<file path="config.mk">
export PLATFORM = sky130hd
export DESIGN_NAME = hazard_unit
export DESIGN_NICKNAME = d
export VERILOG_FILES = /design/src/rtl/hazard_unit.sv
export SDC_FILE = /design/constraint.sdc
export NUM_CORES = 1
export LEC_CHECK = 0
export ABC_AREA = 1
export CAP_MARGIN = 20
export CORE_ASPECT_RATIO = 1.4
export CORE_MARGIN = 3
export CORE_UTILIZATION = 48
export DETAILED_ROUTE_END_ITERATION = 8
export PLACE_DENSITY = 0.86
export SKIP_CTS_REPAIR_TIMING = 1
export SLEW_MARGIN = 20
export SYNTH_ARGS = -nofsm -noshare
export SYNTH_HDL_FRONTEND = slang
export SYNTH_SLANG_ARGS = --single-unit
export TNS_END_PERCENT = 20
</file>
<file path="constraint.sdc">
create_clock -name clk -period 1.4 [get_ports clk]
set_input_delay 0.28 -clock clk [delete_from_list [all_inputs] [get_ports clk]]
set_output_delay 0.28 -clock clk [all_outputs]
set_load 0.02 [all_outputs]
</file>
<file path="src/rtl/hazard_unit.sv">
// Load-use hazard detection and operand forwarding select for an in-order pipeline.
// Optional stall counter output enabled by defining HAZARD_UNIT_PERF_EN.

module hazard_stage_match #(
  parameter int AW = 5
) (
  input  logic          v,
  input  logic          wreg,
  input  logic [AW-1:0] dst,
  input  logic [AW-1:0] src,
  input  logic          used,
  output logic          hit
);
  // r0 is hardwired zero, so it never produces a hit
  assign hit = v & wreg & used & (dst == src) & (src != '0);
endmodule

module hazard_unit #(
  parameter int AW         = 5,
  parameter int STAGES     = 3,
  parameter int LOAD_STAGE = 2
) (
  input  logic          clk,
  input  logic          rst_n,
  input  logic          id_valid,
  input  logic [AW-1:0] id_rs,
  input  logic [AW-1:0] id_rt,
  input  logic          id_rs_used,
  input  logic          id_rt_used,
  input  logic          id_wreg,
  input  logic [AW-1:0] id_dst,
  input  logic          id_load,
  input  logic          br_taken,
  output logic [2:0]    fwda,
  output logic [2:0]    fwdb,
  output logic          stall,
  output logic          flush_if
`ifdef HAZARD_UNIT_PERF_EN
  ,
  output logic [31:0]   stall_cnt
`endif
);

  typedef struct packed {
    logic          v;
    logic          wreg;
    logic [AW-1:0] dst;
    logic          load;
  } entry_t;

  entry_t [STAGES:1] pipe;
  entry_t            ent_in;
  logic   [STAGES:1] hit_a, hit_b;
  logic              ld_a, ld_b;

  for (genvar g = 1; g <= STAGES; g++) begin : g_stage
    hazard_stage_match #(.AW(AW)) u_ma (
      .v(pipe[g].v), .wreg(pipe[g].wreg), .dst(pipe[g].dst),
      .src(id_rs), .used(id_rs_used), .hit(hit_a[g])
    );
    hazard_stage_match #(.AW(AW)) u_mb (
      .v(pipe[g].v), .wreg(pipe[g].wreg), .dst(pipe[g].dst),
      .src(id_rt), .used(id_rt_used), .hit(hit_b[g])
    );
  end

  // Scan oldest to youngest so the youngest producer overwrites; a younger
  // non-load hit thereby clears an older load's stall request.
  always_comb begin
    fwda = '0;
    fwdb = '0;
    ld_a = 1'b0;
    ld_b = 1'b0;
    for (int k = STAGES; k >= 1; k--) begin
      if (hit_a[k]) begin
        fwda = 3'(k);
        ld_a = pipe[k].load && (k < LOAD_STAGE);
      end
      if (hit_b[k]) begin
        fwdb = 3'(k);
        ld_b = pipe[k].load && (k < LOAD_STAGE);
      end
    end
  end

  assign stall    = id_valid & (ld_a | ld_b);
  assign flush_if = br_taken & id_valid & ~stall;

  always_comb begin
    ent_in      = '0;
    ent_in.v    = id_valid;
    ent_in.wreg = id_wreg;
    ent_in.dst  = id_dst;
    ent_in.load = id_load;
  end

  // A stalled ID instruction stays put, so a bubble enters stage 1 instead.
  always_ff @(posedge clk or negedge rst_n) begin
    if (!rst_n) begin
      pipe <= '0;
    end else begin
      pipe[1] <= stall ? entry_t'('0) : ent_in;
      for (int k = 2; k <= STAGES; k++) pipe[k] <= pipe[k-1];
    end
  end

`ifdef HAZARD_UNIT_PERF_EN
  always_ff @(posedge clk or negedge rst_n) begin
    if (!rst_n)                         stall_cnt <= '0;
    else if (stall && stall_cnt != '1) stall_cnt <= stall_cnt + 32'd1;
  end
`endif

endmodule

</file>
==> flow_metrics.py <==
metrics = {
    "synth": {
        "synth_seq_cells": 22,
        "synth_top_area_share_pct": 43.87,
        "post-synth-top-count-cell": "nand2_1",
        "yosysWarnings": 0,
        "yosys.area.top_type": "dfrtp_1",
        "yosysUniqueCellTypes": 23,
        "synthesis.instances": 165,
        "synthTopCellsByCount": "48 x nand2_1, 24 x inv_1, 22 x dfrtp_1, 14 x nor2_1",
        "synth_edf_count": 0,
        "ys_top_cells_by_area": "dfrtp_1 44%, nand2_1 14%, inv_1 7.2%",
        "dominantRegCellSynth": "dfrtp_1",
        "async_flop_share_pct": 100.0,
        "syn_area_per_cell_sq_um": 7.606,
        "ys_seq_area_share_pct": 43.87,
        "syn_area_sq_mm": 0.001255,
    },
    "finish": {
        "fin_cells": 246,
        "top_regs": "pipe: 22 flops",
        "area_growth_pct": 44.07,
        "multi_input_area_sq_um": 629.4,
        "fin_util_pct": 73.99,
        "seqCellArea_sq_um": 551.8,
        "fin_nets": 236,
        "drive_gt1_share_pct": 28.77,
        "num_antenna_cells": 0,
        "final_area_sq_mm": 0.001808,
        "n_fill_cell": 193,
        "largest_reg_flops": 22,
        "largest_register": "pipe",
    },
    "critical_path": {
        "cp_cell_sequence": "inv_2 > nand2_1 > nand2_1 > inv_2 > nand2_2 > nor2_2 > nand2_2 > nand2_4 > nand2_2 > nand2_2 > nor2_2 > buf_6",
        "start_kind": "register",
        "critPathSlowestCell": "dfrtp_2",
        "cp_num_buf_inv": 3,
        "crit_arrival_ns": 1.64,
        "cp.required_ns": 1.12,
        "cp_max_fo": 4,
        "crit_family": "simple AND/OR/NAND/NOR gates",
        "crit_type": "reg -> out",
        "cp_common_cell": "nand2_2",
        "crit_path_end_kind": "output port",
        "max_stage_delay_ns": 0.48,
    },
    "global_route": {
        "antenna_found_initial": 0,
        "grt_max_degree": 23,
        "grt_pass1_wl_um": 4940,
        "grt_overflow": 0,
        "grtUsageTotal_pct": 20.13,
        "grt_pass1_vias": 1195,
    },
    "die": {
        "rows": 21,
        "die_h_um": 66.50,
        "ios": 31,
        "die_w_um": 49.22,
        "start_util_pct": 51.36,
        "coreArea_sq_mm": 0.002444,
        "dieArea_sq_mm": 0.003273,
    },
    "placement": {
        "place_ws_ns": -1.048,
        "dpl_cell_area_sq_mm": 0.001642,
        "port_buffers": 28,
        "dp_hpwl_um": 2395,
        "place_congestion": 0.8790,
        "dp_cells": 236,
    },
    "drt": {
        "drc": 0,
        "viasPerCell": 4.992,
        "detail_route.wl_per_cell_um": 13.12,
        "drt.antenna.violating_nets": 0,
        "dr_total_vias": 1228,
        "first_iter_violations": 34,
        "wl_um": 3228,
        "firstDrtPassIters": 4,
    },
    "clock_tree": {
        "clk_latency_ns": 0.32,
        "clk_path_buf_depth": 2,
        "clk_pin_slew_ns": 0.12,
        "cts_tree": "built",
        "cts_made_buffers": 3,
        "clockRootBuffer": "clkbuf_4",
        "cts-htree-levels": 1,
        "cts_sinks": 22,
    },
    "timing": {
        "finalMaxSlewViolations": 0,
        "setup_slack_ns": -0.5180,
        "fmax_mhz": 521.4,
        "rsz0062_at_grt": "yes",
        "post-route-period-util_pct": 137.0,
        "setup_viol": 8,
        "fin_skew_ns": 0.003330,
        "period_minus_slack_ns": 1.918,
        "finalHoldViolCount": 0,
    },
    "pwr": {
        "combPwrFrac_pct": 20.0,
        "power_w": 0.001489,
        "power.static_leakage_nw": 1.003,
        "ir_worst_vdd_uv": 903.5,
        "power.switching_w": 0.0003827,
        "cellInternalPower_w": 0.001106,
        "pwr-share-clk_pct": 32.7,
        "power_density_mw_per_mm2": 823.6,
        "p_sw_share_pct": 25.70,
        "power_frac_seq_pct": 47.4,
    },
    "flow_run": {
        "drv_cap": 0,
    },
    "min_path": {
        "min_path_type": "in -> async",
    },
    "outcome": {
        "status": "complete, but fails checks",
        "violations": "setup timing",
    },
}
==> stage by stage <==
| stage | hold WS (ns) | setup TNS [ns] |
|---|---|---|
| finish | 0.2944 | -2.865 |
| global route | 0.3225 | -4.062 |
| CTS | 0.3025 | -6.911 |
| detailed placement | 0.3748 | -9.182 |
| global placement | 0.3574 | -8.927 |
| floorplan | -0.01559 | -0.08143 |
==> power groups by stage <==
stage,clock network (W),registers (W),logic (W)
floorplan,0,0.000705,0.000132
CTS,0.000492,0.000701,0.000275
global placement,0,0.000711,0.000264
global route,0.000517,0.000709,0.000327
detailed placement,0,0.000714,0.000272
finish,0.000487,0.000705,0.000297
==> per-layer routing <==
metal	vias to the layer above	global-route usage, %	routed length [um]
li1	584	-	-
met1	587	20.20	1168
met2	47	36.74	1732
met3	10	3.356	204
met4	0	15.30	124
met5	-	0	0
==> cell families (layout without fill, tap and decap cells) <==
family	after synthesis	in the layout	share of synthesized area [%]
compound gates	13	13	5.983
buf+inv	31	77	9.870
simple gates	82	82	28.81
xor+xnor	16	16	11.17
flops	22	22	43.87
other cells	1	2	0.2988
==> area by class of cell <==
type,count,area share (%)
multi-input combinational,113,34.81
sequential,22,30.52
timing repair buffer,44,23.39
inverter,29,6.021
tap,34,2.353
clock inverter,1,1.661
clock buffer,3,1.246
==> layout by cell type, fill, tap and decap left out, types with 2 or more instances in the layout <==
master,instances
a21oi_1,2
a21oi_2,2
buf_4,16
buf_6,4
clkbuf_4,3
clkdlybuf4s50_1,11
conb_1,2
dfrtp_1,21
dlymetal6s2s_1,11
inv_1,19
inv_2,10
nand2_1,39
nand2_2,11
nand3_1,6
nor2_1,13
nor2_2,6
nor3_1,3
o21ai_0,4
xnor2_1,7
xor2_1,8
==> worst register-to-register path: cells and delay by family, from the launching register on <==
family                 cells  cell delay (ns)
AND/OR/NAND/NOR            8             0.75
flip-flops                 1             0.39
buffers and inverters      2             0.17
==> final timing paths <==
path | start | endpoint | slack [ns] | cells past startpoint
max | pipe[4] | flush_if | -0.52 | 12
min | rst_n | pipe[21] | 0.29 | 2
max reg2reg | pipe[7] | pipe[4] | 0 | 10
min reg2reg | pipe[6] | pipe[14] | 0.41 | 0
max in group asynchronous | rst_n | pipe[4] | 0.86 | 2
min in group clk | pipe[6] | pipe[14] | 0.41 | 0
(Power assumes the default switching activity.)
